### src/rtl/video_timing_pkg.sv
// Shared timing-set type, reset timing (320x240 active inside 450x270) and set validation.
package video_timing_pkg;

  localparam int TW = 16;

  typedef struct packed {
    logic [TW-1:0] h_total;
    logic [TW-1:0] h_bstart;
    logic [TW-1:0] h_sstart;
    logic [TW-1:0] h_send;
    logic [TW-1:0] v_total;
    logic [TW-1:0] v_bstart;
    logic [TW-1:0] v_sstart;
    logic [TW-1:0] v_send;
  } timing_set_t;

  localparam logic [TW-1:0] H_TOTAL_DEF  = 16'd450;
  localparam logic [TW-1:0] H_BSTART_DEF = 16'd320;
  localparam logic [TW-1:0] H_SSTART_DEF = 16'd360;
  localparam logic [TW-1:0] H_SEND_DEF   = 16'd380;
  localparam logic [TW-1:0] V_TOTAL_DEF  = 16'd270;
  localparam logic [TW-1:0] V_BSTART_DEF = 16'd240;
  localparam logic [TW-1:0] V_SSTART_DEF = 16'd250;
  localparam logic [TW-1:0] V_SEND_DEF   = 16'd253;

  localparam timing_set_t TIMING_DEF = '{
    h_total:  H_TOTAL_DEF,  h_bstart: H_BSTART_DEF,
    h_sstart: H_SSTART_DEF, h_send:   H_SEND_DEF,
    v_total:  V_TOTAL_DEF,  v_bstart: V_BSTART_DEF,
    v_sstart: V_SSTART_DEF, v_send:   V_SEND_DEF
  };

  // A set is usable only if blank < sync start < sync end < total on both axes.
  function automatic logic set_ok(input timing_set_t t);
    return (t.h_bstart < t.h_sstart) && (t.h_sstart < t.h_send) && (t.h_send < t.h_total) &&
           (t.v_bstart < t.v_sstart) && (t.v_sstart < t.v_send) && (t.v_send < t.v_total);
  endfunction

endpackage

### src/rtl/vtg_axis_counter.sv
// One timing axis: position counter with registered blank/sync decode aligned to the count.
module vtg_axis_counter #(
  parameter int W = 10
) (
  input  logic              clk,
  input  logic              reset_n,
  input  logic              ce,
  input  logic              inc,
  input  logic [W-1:0]      total,
  input  logic [W-1:0]      bstart,
  input  logic [W-1:0]      sstart,
  input  logic [W-1:0]      send,
  input  logic signed [3:0] offset,
  output logic [W-1:0]      cnt,
  output logic [W-1:0]      cnt_nxt,
  output logic              blank,
  output logic              blank_nxt,
  output logic              sync,
  output logic              last
);

  logic              adv;
  logic              sync_nxt;
  logic signed [W:0] pos;
  logic signed [W:0] win_lo;
  logic signed [W:0] win_hi;
  logic signed [W:0] off_ext;

  assign adv  = ce & inc;
  assign last = (cnt == total - W'(1));

  always_comb begin
    cnt_nxt = cnt;
    if (adv) cnt_nxt = last ? '0 : cnt + W'(1);
  end

  // Decode is done on the value the counter is about to take so the
  // registered blank/sync line up with the registered count.
  assign off_ext   = {{(W-3){offset[3]}}, offset};
  assign pos       = $signed({1'b0, cnt_nxt});
  assign win_lo    = $signed({1'b0, sstart}) + off_ext;
  assign win_hi    = $signed({1'b0, send}) + off_ext;
  assign blank_nxt = (cnt_nxt >= bstart);
  assign sync_nxt  = !((pos >= win_lo) && (pos < win_hi));

  always_ff @(posedge clk or negedge reset_n) begin
    if (!reset_n) begin
      cnt   <= '0;
      blank <= 1'b0;
      sync  <= 1'b1;
    end else if (adv) begin
      cnt   <= cnt_nxt;
      blank <= blank_nxt;
      sync  <= sync_nxt;
    end
  end

endmodule

### src/rtl/video_timing_gen.sv
// Raster timing generator with frame-synchronous timing-set reload and sync trims.
// Optional interlace-style field output is enabled by defining VTG_FIELD_EN.
module video_timing_gen
  import video_timing_pkg::*;
#(
  parameter int HW = 10,
  parameter int VW = 10
) (
  input  logic              clk,
  input  logic              reset_n,
  input  logic              ce_pix,
  input  logic              cfg_valid,
  output logic              cfg_ready,
  input  logic [HW-1:0]     cfg_h_total,
  input  logic [HW-1:0]     cfg_h_bstart,
  input  logic [HW-1:0]     cfg_h_sstart,
  input  logic [HW-1:0]     cfg_h_send,
  input  logic [VW-1:0]     cfg_v_total,
  input  logic [VW-1:0]     cfg_v_bstart,
  input  logic [VW-1:0]     cfg_v_sstart,
  input  logic [VW-1:0]     cfg_v_send,
  input  logic signed [3:0] hs_offset,
  input  logic signed [3:0] vs_offset,
  output logic              cfg_err,
  output logic [HW-1:0]     hc,
  output logic [VW-1:0]     vc,
  output logic              hblank,
  output logic              vblank,
  output logic              de,
  output logic              hsync,
  output logic              vsync,
  output logic              line_start,
  output logic              frame_start
`ifdef VTG_FIELD_EN
  ,
  output logic              field
`endif
);

  typedef struct packed {
    logic [HW-1:0] h_total;
    logic [HW-1:0] h_bstart;
    logic [HW-1:0] h_sstart;
    logic [HW-1:0] h_send;
    logic [VW-1:0] v_total;
    logic [VW-1:0] v_bstart;
    logic [VW-1:0] v_sstart;
    logic [VW-1:0] v_send;
  } tset_t;

  localparam tset_t DEF_SET = '{
    h_total:  TIMING_DEF.h_total[HW-1:0],  h_bstart: TIMING_DEF.h_bstart[HW-1:0],
    h_sstart: TIMING_DEF.h_sstart[HW-1:0], h_send:   TIMING_DEF.h_send[HW-1:0],
    v_total:  TIMING_DEF.v_total[VW-1:0],  v_bstart: TIMING_DEF.v_bstart[VW-1:0],
    v_sstart: TIMING_DEF.v_sstart[VW-1:0], v_send:   TIMING_DEF.v_send[VW-1:0]
  };

  timing_set_t       offer_w;
  tset_t             offer_n;
  tset_t             act;
  tset_t             pend;
  tset_t             nxt;
  logic              cfg_ok;
  logic              offer_fire;
  logic              h_last;
  logic              v_last;
  logic              frame_wrap;
  logic              apply;
  logic signed [3:0] hs_off_q;
  logic signed [3:0] vs_off_q;
  logic signed [3:0] hs_off_nxt;
  logic signed [3:0] vs_off_nxt;
  logic [HW-1:0]     hc_nxt;
  logic [VW-1:0]     vc_nxt;
  logic [VW-1:0]     v_total_eff;
  logic              hblank_nxt;
  logic              vblank_nxt;

  assign offer_w = '{
    h_total:  TW'(cfg_h_total),  h_bstart: TW'(cfg_h_bstart),
    h_sstart: TW'(cfg_h_sstart), h_send:   TW'(cfg_h_send),
    v_total:  TW'(cfg_v_total),  v_bstart: TW'(cfg_v_bstart),
    v_sstart: TW'(cfg_v_sstart), v_send:   TW'(cfg_v_send)
  };
  assign offer_n = '{cfg_h_total, cfg_h_bstart, cfg_h_sstart, cfg_h_send,
                     cfg_v_total, cfg_v_bstart, cfg_v_sstart, cfg_v_send};

  assign cfg_ok     = set_ok(offer_w);
  assign offer_fire = cfg_valid & cfg_ready;
  assign frame_wrap = ce_pix & h_last & v_last;
  assign apply      = frame_wrap & ~cfg_ready;

  // Decode for the position after this edge must already see the set and
  // trims that take effect at a frame wrap.
  assign nxt        = apply ? pend : act;
  assign hs_off_nxt = frame_wrap ? hs_offset : hs_off_q;
  assign vs_off_nxt = frame_wrap ? vs_offset : vs_off_q;

`ifdef VTG_FIELD_EN
  assign v_total_eff = act.v_total + VW'(field);

  always_ff @(posedge clk or negedge reset_n) begin
    if (!reset_n)        field <= 1'b0;
    else if (frame_wrap) field <= ~field;
  end
`else
  assign v_total_eff = act.v_total;
`endif

  always_ff @(posedge clk or negedge reset_n) begin
    if (!reset_n) begin
      act       <= DEF_SET;
      pend      <= DEF_SET;
      cfg_ready <= 1'b1;
      cfg_err   <= 1'b0;
      hs_off_q  <= '0;
      vs_off_q  <= '0;
    end else begin
      cfg_err <= offer_fire & ~cfg_ok;
      if (offer_fire && cfg_ok) begin
        pend      <= offer_n;
        cfg_ready <= 1'b0;
      end else if (apply) begin
        act       <= pend;
        cfg_ready <= 1'b1;
      end
      if (frame_wrap) begin
        hs_off_q <= hs_offset;
        vs_off_q <= vs_offset;
      end
    end
  end

  vtg_axis_counter #(.W(HW)) u_h (
    .clk       (clk),
    .reset_n   (reset_n),
    .ce        (ce_pix),
    .inc       (1'b1),
    .total     (act.h_total),
    .bstart    (nxt.h_bstart),
    .sstart    (nxt.h_sstart),
    .send      (nxt.h_send),
    .offset    (hs_off_nxt),
    .cnt       (hc),
    .cnt_nxt   (hc_nxt),
    .blank     (hblank),
    .blank_nxt (hblank_nxt),
    .sync      (hsync),
    .last      (h_last)
  );

  vtg_axis_counter #(.W(VW)) u_v (
    .clk       (clk),
    .reset_n   (reset_n),
    .ce        (ce_pix),
    .inc       (h_last),
    .total     (v_total_eff),
    .bstart    (nxt.v_bstart),
    .sstart    (nxt.v_sstart),
    .send      (nxt.v_send),
    .offset    (vs_off_nxt),
    .cnt       (vc),
    .cnt_nxt   (vc_nxt),
    .blank     (vblank),
    .blank_nxt (vblank_nxt),
    .sync      (vsync),
    .last      (v_last)
  );

  always_ff @(posedge clk or negedge reset_n) begin
    if (!reset_n) begin
      de          <= 1'b1;
      line_start  <= 1'b0;
      frame_start <= 1'b0;
    end else if (ce_pix) begin
      de          <= ~(hblank_nxt | vblank_nxt);
      line_start  <= (hc_nxt == '0);
      frame_start <= (hc_nxt == '0) && (vc_nxt == '0);
    end
  end

endmodule

### config.mk
export PLATFORM = sky130hd
export DESIGN_NAME = video_timing_gen
export DESIGN_NICKNAME = d
export VERILOG_FILES = /design/src/rtl/video_timing_pkg.sv /design/src/rtl/vtg_axis_counter.sv /design/src/rtl/video_timing_gen.sv
export SDC_FILE = /design/constraint.sdc
export NUM_CORES = 1
export LEC_CHECK = 0
export CAP_MARGIN = 20
export CORE_MARGIN = 1.5
export CORE_UTILIZATION = 45
export CTS_CLUSTER_SIZE = 25
export DETAILED_ROUTE_END_ITERATION = 12
export GPL_TIMING_DRIVEN = 0
export PLACE_DENSITY = 0.72
export SLEW_MARGIN = 10
export SYNTH_ARGS = -nofsm -noshare
export SYNTH_HDL_FRONTEND = slang
export SYNTH_SLANG_ARGS = --single-unit
### constraint.sdc
create_clock -name clk -period 12.3 [get_ports clk]
set_clock_uncertainty 0.15 [all_clocks]
set_input_delay 2.46 -clock clk [delete_from_list [all_inputs] [get_ports clk]]
set_output_delay 2.46 -clock clk [all_outputs]
set_load 0.01 [all_outputs]
---- Word-level counts from Yosys, hierarchy flattened ----
Index checks and enable logic that the tools add are counted.
storage, ports and cells
  bits in registers ....................... 197
  input port bits ......................... 92
  output and inout bits ................... 29
  logic and storage cells ................. 85
cells by class
  add/subtract/negate cells ............... 8
  $lt $le $gt $ge ......................... 12
  eq/ne operators ......................... 2
  muxes and demuxes ....................... 9
  bitwise logic cells ..................... 10
  reduce and logical (&&, ||, !) cells .... 15
operators by type and width
  operator                                                              count
  70-bit 2-to-1 mux                                                     1
  10-bit less-than comparator                                           6
  11-bit by 4-bit adder with 11-bit output                              4
  10-bit 2-to-1 mux                                                     4
  11-bit >= comparator                                                  2
  11-bit less-than comparator                                           2
  10-bit by 1-bit adder with 10-bit output, second input constant       2
  10-bit equality test                                                  2
  10-bit >= comparator                                                  2
  10-bit logical NOT                                                    2
  10-bit by 1-bit subtractor with 10-bit output, second input constant  2
  1-bit logical AND                                                     9
  4-bit 2-to-1 mux                                                      2
  1-bit bitwise AND                                                     5
  1-bit NOT                                                             4
  1-bit logical NOT                                                     2
  1-bit 2-to-1 mux                                                      2
  2-bit AND reduction                                                   1
  2-bit nonzero test                                                    1
  1-bit OR                                                              1

---- Logic depth before layout (Yosys ltp) ----
Gate-level depths: netlist of the first run.
  depth after elaboration ................. 10
  depth in mapped cells ................... 25
  mapped depth without buffers ............ 23

---- Modules after synthesis ----
Synthesis of the first run repeated with hierarchy kept, for this count alone.
second synthesis, totals
  cell total of the unflattened synthesis .. 1271
  area, all modules ....................... 13913.3 um^2
modules (own cells, without submodules)
  module                   times used  cells each  area each (um^2)  seq. area each (um^2)
  video_timing_gen         1           633         8951.1            4424.2
  vtg_axis_counter at u_h  1           330         2541.2            301.5
  vtg_axis_counter at u_v  1           308         2421.1            301.5

---- Least setup slack after synthesis of the first run ----
No wires, ideal clock.
  path kind ............................... input-to-reg
  start ................................... in ce_pix
  end ..................................... reg u_v.sync
  library setup time ...................... 0.073 ns
  arrival ................................. 6.564 ns
  required time ........................... 12.077 ns
  setup slack ............................. 5.513 ns
  stages .................................. 21
  path buffers ............................ 3
  cell sequence ........................... clkbuf_1 > o2111ai_2 > nor4_4 > clkbuf_1 > clkbuf_1 > mux2_2 > ha_1 > ha_1 > a21oi_1 > xor2_1 > ha_1 > a21o_1 > a21o_1 > a21o_1 > a21o_1 > a21o_1 > a21oi_1 > o21ai_0 > o211ai_1 > o31ai_1 > a21oi_1
RTL lines
  element                 RTL line                RTL
  start: declaration      video_timing_gen.sv:11  input logic ce_pix,
  end signal: assignment  vtg_axis_counter.sv:54  sync <= sync_nxt;
  end: declaration        vtg_axis_counter.sv:18  output logic sync,

==> flow_metrics.py, run 1 <==
metrics = {
    "global_routing": {
        "grt_pass1_wl_um": 52760,
        "grt_max_degree": 105,
        "grt_pass1_vias": 9721,
        "grt.total_usage": 0.2224,
        "grt_antenna_before_repair": 0,
        "grt.overflow.total": 0,
    },
    "setup_path": {
        "path_buf_inv": 3,
        "startpoint_type": "input port",
        "worstPathMaxFanout": 10,
        "cp.required_ps": 12500,
        "cpPeakStageDelay_ps": 690,
        "crit_slowest_cell": "clkbuf_1",
        "crit_family": "compound AO/OA/AOI/OAI gates",
        "end_kind": "flip-flop",
        "cp.depth": 21,
        "critPathKind": "input port to flip-flop",
        "rr_worst_depth": 23,
        "path_cells": "clkbuf_1, o2111ai_2, nor4_4, clkbuf_1, clkbuf_1, mux2_2, ha_1, a21o_1, a21o_1, nor2_1, o41ai_1, o21ai_0, a211o_1, nand3b_1, xnor2_1, ha_1, o21a_1, o21ai_0, nor3_1, nor4_1, a21oi_1",
        "crit_top_cell": "clkbuf_1",
        "cp.arrival_ps": 7850,
    },
    "worst_hold_path": {
        "worstHoldPathCells": 2,
        "min_path_type": "flip-flop to flip-flop",
    },
    "logic_synthesis": {
        "syn_area_um2": 13250,
        "synth_ff_type": "dfrtp_1",
        "synth_edf_count": 0,
        "ys_async_sr_fraction": 1.000,
        "syn_nets": 1462,
        "synth.top_cells.by_area": "dfrtp_1 (22%), mux2_2 (17%), dfstp_2 (15%), ha_1 (15%), a21o_1 (4.1%)",
        "ys_types": 79,
        "seq_area_frac_synth": 0.3794,
        "yosys.area.top_type": "dfrtp_1",
        "ys_ff_latch": 197,
        "synth.top_cell.area_share": 0.2247,
        "syn-instance-count": 1214,
        "avgSynthCellArea_um2": 10.92,
        "synth_warnings": 0,
    },
    "die": {
        "core_um2": 28860,
        "design.die.area_um2": 30490,
        "pin_count": 121,
        "die_w_um": 174.6,
        "fp-row-count": 62,
        "start_util": 0.4592,
        "die_height_um": 174.6,
    },
    "clock_tree": {
        "htree_levels": 4,
        "cts_setup_buffers": 0,
        "numCtsBuffers": 17,
        "cts.sinks": 197,
        "clockBufferDepth": 2,
        "clkSlewWorstSetupHoldPaths_ps": 70,
        "cts_hold_buf": 0,
        "cts_tree": "done",
        "insertion_delay_ps": 450,
        "clock-root-buffer": "clkbuf_16",
        "cts_resized": 0,
    },
    "finish": {
        "drive_gt1_frac": 0.2504,
        "antenna_cells": 0,
        "fillers": 2541,
        "design_area_um2": 15530,
        "layout.nets": 1601,
        "syn_to_final_growth_pct": 17.17,
    },
    "routing": {
        "wire_per_inst_um": 18.87,
        "wl_met1_um": 15880,
        "drt_wl_total_um": 33020,
        "routed_via_density": 5.594,
        "wl_met3_um": 1375,
        "wl_met2_um": 15210,
        "top_layer": "met4",
        "drc": 0,
        "drtIter0Drc": 491,
        "vias": 9790,
        "ant_nets": 0,
        "drtPass1Iterations": 5,
    },
    "sta": {
        "worst_pin_slew_ps": 1078,
        "relSlewSlack": 0.2754,
        "setup_slack_ps": 4651,
        "setup_viol": 0,
        "period_minus_slack_ps": 7649,
        "max_freq_mhz": 130.7,
        "hold_violations": 0,
        "drv_slew": 0,
        "rsz0062_at_grt": "no",
        "fin_crit_sh": 0.6218,
        "finalSetupTns_ps": 0,
    },
    "placed_design": {
        "portBuffers": 119,
        "preCtsSetupSlack_ps": 4208,
        "place_area_um2": 14960,
        "gp_congestion": 0.8779,
        "dp_hpwl_um": 25800,
    },
    "run_status": {
        "status": "finished clean",
    },
    "power_and_ir_drop": {
        "p_leak_nw": 7.399,
        "peakVddDrop_uv": 90.37,
        "p_per_area_nw_per_um2": 97.54,
        "total_power_mw": 1.514,
    },
    "run": {
        "maxCapViolCount": 0,
    },
}
==> sequential cells by signal, indices dropped and copies added (netlist names) <==
name	flops
pend	80
frame_start	1
u_v.blank	1
vs_off_q	4
u_h.cnt	10
u_v.sync	1
u_h.blank	1
act	70
cfg_ready	1
hs_off_q	4
u_v.cnt	10
v_total_eff	10
u_h.sync	1
de	1
cfg_err	1
line_start	1
==> cells in the mapped netlist, types with 9 or more instances <==
| library cell | count |
|---|---|
| a21o_1 | 73 |
| nand3_1 | 20 |
| nor3_1 | 11 |
| xor2_1 | 32 |
| a21oi_1 | 57 |
| nor2b_1 | 14 |
| xnor2_1 | 30 |
| dfstp_2 | 78 |
| dfrtp_1 | 119 |
| o21ai_0 | 48 |
| nand4_1 | 9 |
| inv_1 | 94 |
| ha_1 | 156 |
| o31ai_1 | 12 |
| clkbuf_1 | 32 |
| nor2_1 | 42 |
| nand2_1 | 42 |
| nand2b_1 | 20 |
| mux2_2 | 198 |
==> worst paths after layout <==
| path | from | slack (ps) | to |
|---|---|---|---|
| worst max-delay path | ce_pix | 4650 | u_v.sync |
| min in group asynchronous | reset_n | 1940 | act[19] |
| worst min register to register | de | 340 | de |
| worst max register to register | v_total_eff[2] | 5160 | u_v.sync |
| worst min-delay path | de | 340 | de |
| max in group asynchronous | reset_n | 9110 | act[45] |
==> power breakdown <==
| part | switching [mW] | internal [mW] |
|---|---|---|
| combinational | 0.138 | 0.133 |
| sequential | 0.0251 | 0.662 |
| clock | 0.270 | 0.286 |
==> worst register-to-register path, stage by stage, from the launching register on <==
cell and delay [ps]:
dfstp_2 410, nor4_1 730, a32oi_1 230, a2111oi_4 480, nand3_4 160, nor4_4 570
clkbuf_1 360, clkbuf_1 690, mux2_2 420, ha_1 360, a21o_1 190, a21o_1 210
nor2_1 200, o41ai_1 130, o21ai_0 170, a211o_1 170, nand3b_1 100, xnor2_1 190
ha_1 280, o21a_1 110, o21ai_0 210, nor3_1 90, nor4_1 320, a21oi_1 120
==> layer usage <==
| layer | vias up | GRT usage |
|---|---|---|
| met5 | - | 0 |
| met4 | 0 | 0.05662 |
| met3 | 35 | 0.02937 |
| met2 | 217 | 0.3597 |
| met1 | 4877 | 0.3152 |
| li1 | 4661 | - |
==> cells by family (layout without fill, tap and decap cells) <==
kind of cell | after synthesis | after routing | share of synthesized area
AOI/OAI and AO/OA | 253 | 253 | 0.1305
buffers and inverters | 129 | 281 | 0.03682
xor gates and xnor gates | 63 | 63 | 0.04268
adders and majority gates | 160 | 160 | 0.1504
and+or+nand+nor | 210 | 210 | 0.08857
muxes | 202 | 202 | 0.1717
DFF | 197 | 197 | 0.3794
==> layout by cell type, fill, tap and decap left out, drive strengths merged, types with 5 or more instances in the layout <==
cell type and count:
mux2 199, ha 156, dfrtp 119, clkdlybuf4s50 118
inv 103, dfstp 78, a21o 73, a21oi 59
o21ai 50, clkbuf 50, nor2 42, nand2 42
xor2 32, xnor2 30, nand3 21, nand2b 20
nor3 16, nor2b 14, o31ai 12, nand4 10
a31oi 8, and3 8, nor4 8, o211ai 6
a211oi 6, or3 6, or2 5
==> layout make-up <==
class | count | area [um2] | area share
Inverter | 95 | 359.1 | 0.02313
Clock inverter | 14 | 141.4 | 0.009106
Sequential cell | 197 | 5027 | 0.3238
Clock buffer | 18 | 429.2 | 0.02764
Buffer | 34 | 128.9 | 0.008300
Timing Repair Buffer | 120 | 1224 | 0.07881
Tap cell | 384 | 480.5 | 0.03095
Multi-Input combinational cell | 888 | 7736 | 0.4983
==> metrics by stage <==
step | hold slack, ps | instances | util
after floorplan | 296.0 | 1214 | -
after global placement | 309.8 | 1717 | 0.5171
after detailed placement | 322.3 | 1718 | 0.5183
after CTS | 336.2 | 1750 | 0.5380
after global routing | 360.0 | 1750 | 0.5380
final | 338.1 | 1750 | 0.5380
Power figures use the tool's default switching activity.
==> inputs of run 2 (changes only) <==
--- a/config.mk
+++ b/config.mk
@@ -11,7 +11,7 @@
 export CTS_CLUSTER_SIZE = 25
 export DETAILED_ROUTE_END_ITERATION = 12
 export GPL_TIMING_DRIVEN = 0
-export PLACE_DENSITY = 0.72
+export PLACE_DENSITY = 0.74
 export SLEW_MARGIN = 10
 export SYNTH_ARGS = -nofsm -noshare
 export SYNTH_HDL_FRONTEND = slang
==> constraint.sdc (replaced) <==
create_clock -name clk -period 6.95 [get_ports clk]
set_clock_uncertainty 0.15 [all_clocks]
set_input_delay 1.39 -clock clk [delete_from_list [all_inputs] [get_ports clk]]
set_output_delay 1.39 -clock clk [all_outputs]
set_load 0.01 [all_outputs]
==> flow_metrics.py, run 2 (same netlist as run 1, synthesis figures left out) <==
metrics = {
    "finish": {
        "layout_common_cells": "mux2_2 (198), ha_1 (156), dfrtp_1 (119), clkdlybuf4s50_1 (118), inv_1 (94)",
        "final_common_cell": "mux2_2",
        "largest_reg_flops": 80,
        "fin_cells": 1755,
        "syn_to_final_growth_pct": 17.80,
        "fillers": 2550,
        "largest-register": "pend",
        "drive_gt1_frac": 0.2567,
        "seq_area_um2": 5027,
        "largestRegisters": "pend x80, act x70",
        "multi_input_area_um2": 7749,
        "layout.nets": 1606,
        "antenna_cells": 0,
    },
    "die": {
        "pin_count": 121,
        "design.die.area_um2": 30490,
        "start_util": 0.4592,
        "die_height_um": 174.6,
        "core_um2": 28860,
        "die_w_um": 174.6,
        "fp-row-count": 62,
    },
    "setup_path": {
        "crit_top_cell": "ha_1",
        "crit_slowest_cell": "dfstp_2",
        "worstPathMaxFanout": 17,
        "crit_family": "compound AO/OA/AOI/OAI gates",
        "path_buf_inv": 2,
        "cp.required_ps": 7130,
        "cpPeakStageDelay_ps": 580,
        "startpoint_type": "flip-flop",
        "path_cells": "inv_1, ha_1, xnor3_1, nand3_1, a2111oi_4, o2111ai_2, buf_2, nor3_4, mux2_2, ha_1, a21o_1, a21o_1, nor2_1, o41ai_1, o21ai_0, a211o_1, nand3b_1, xnor2_1, ha_1, o21a_1, o21ai_0, nor3_1, nor4_1, a21oi_1",
        "cp.arrival_ps": 6580,
        "critPathKind": "flip-flop to flip-flop",
        "end_kind": "flip-flop",
    },
    "sta": {
        "period_minus_slack_ps": 6399,
        "setup_slack_ps": 551.4,
        "worst_pin_slew_ps": 1010,
        "fin_crit_sh": 0.9207,
        "rsz0062_at_grt": "no",
        "max_freq_mhz": 156.3,
        "drv_slew": 0,
        "relSlewSlack": 0.3207,
        "setup_viol": 0,
        "hold_violations": 0,
    },
    "routing": {
        "drc": 0,
        "drt_wl_total_um": 33400,
        "ant_nets": 0,
        "drtPass1Iterations": 5,
        "drtIter0Drc": 585,
        "vias": 9837,
        "wire_per_inst_um": 19.03,
        "routed_via_density": 5.605,
    },
    "clock_tree": {
        "insertion_delay_ps": 430,
        "clockBufferDepth": 2,
        "clock-root-buffer": "clkbuf_16",
        "numCtsBuffers": 17,
        "cts_tree": "done",
        "htree_levels": 4,
        "cts_hold_buf": 0,
        "clkSlewWorstSetupHoldPaths_ps": 80,
        "cts.sinks": 197,
    },
    "global_routing": {
        "grt.overflow.total": 0,
        "grt_max_degree": 115,
        "grt_pass1_vias": 9957,
        "grt.total_usage": 0.2249,
        "grt_pass1_wl_um": 53310,
        "grt_antenna_before_repair": 0,
    },
    "power_and_ir_drop": {
        "p_leak_nw": 7.459,
        "p_per_area_nw_per_um2": 173.9,
        "peakVddDrop_uv": 140.6,
    },
    "placed_design": {
        "place_inst": 1718,
        "preCtsSetupSlack_ps": -168.9,
        "portBuffers": 119,
        "dp_hpwl_um": 26110,
        "gp_congestion": 0.9091,
    },
    "run": {
        "maxCapViolCount": 0,
    },
    "worst_hold_path": {
        "min_path_type": "flip-flop to flip-flop",
    },
    "run_status": {
        "status": "finished clean",
    },
}
run 2: tightest hold or removal path: cells and delay by family (launching register included):
kind,cells,cell delay [ps]
AND/OR/NAND/NOR,1,50
AO/OA/AOI/OAI,1,60
flip-flops,1,340
run 2: area by class of cell:
type | instances | share of cell area
Timing Repair Buffer | 126 | 0.08128
Inverter | 95 | 0.02300
Clock inverter | 14 | 0.01050
Multi-Input combinational cell | 888 | 0.4964
Tap cell | 384 | 0.03078
Sequential cell | 197 | 0.3221
Buffer | 33 | 0.008496
Clock buffer | 18 | 0.02749
run 2: timing repair:
item	in CTS	in global routing
gates resized for setup	3	5
endpoints found under the hold margin	0	0
setup endpoints to repair	1	4
setup buffers	0	6
pin swaps	0	2
run 2: final timing paths:
| kind | start | end | depth (start not counted) | slack, ps |
|---|---|---|---|---|
| setup / recovery | act[71] | u_v.sync | 24 | 550 |
| hold / removal | u_v.blank | u_v.blank | 2 | 330 |
| setup reg to reg | act[71] | u_v.sync | 24 | 550 |
| hold reg to reg | u_v.blank | u_v.blank | 2 | 330 |
| max in group asynchronous | reset_n | pend[45] | 2 | 4910 |
| min in group asynchronous | reset_n | act[19] | 1 | 780 |
run 2: per-layer routing:
metal  track usage  part of all wire
met4       0.06695             0.025
met5             0                 0
met1        0.3070              0.47
met2        0.3675              0.46
met3       0.03742             0.050
run 2: metrics by stage:
stage	TNS, ps	hold slack (ps)	util	total power, mW	area [um2]
finish	0	327.4	0.5409	2.715	15610
global route	0	363.6	0.5409	2.837	15610
CTS	0	337.0	0.5389	2.733	15550
detailed placement	-168.9	322.0	0.5183	1.714	14960
global placement	-545990	308.4	0.5171	1.695	14920
floorplan	0	296.0	-	1.482	13250
run 2: power by group:
part           switching [mW]  internal [mW]  total, mW
combinational           0.251          0.238      0.489
sequential             0.0432           1.17       1.21
clock                   0.469          0.543       1.01
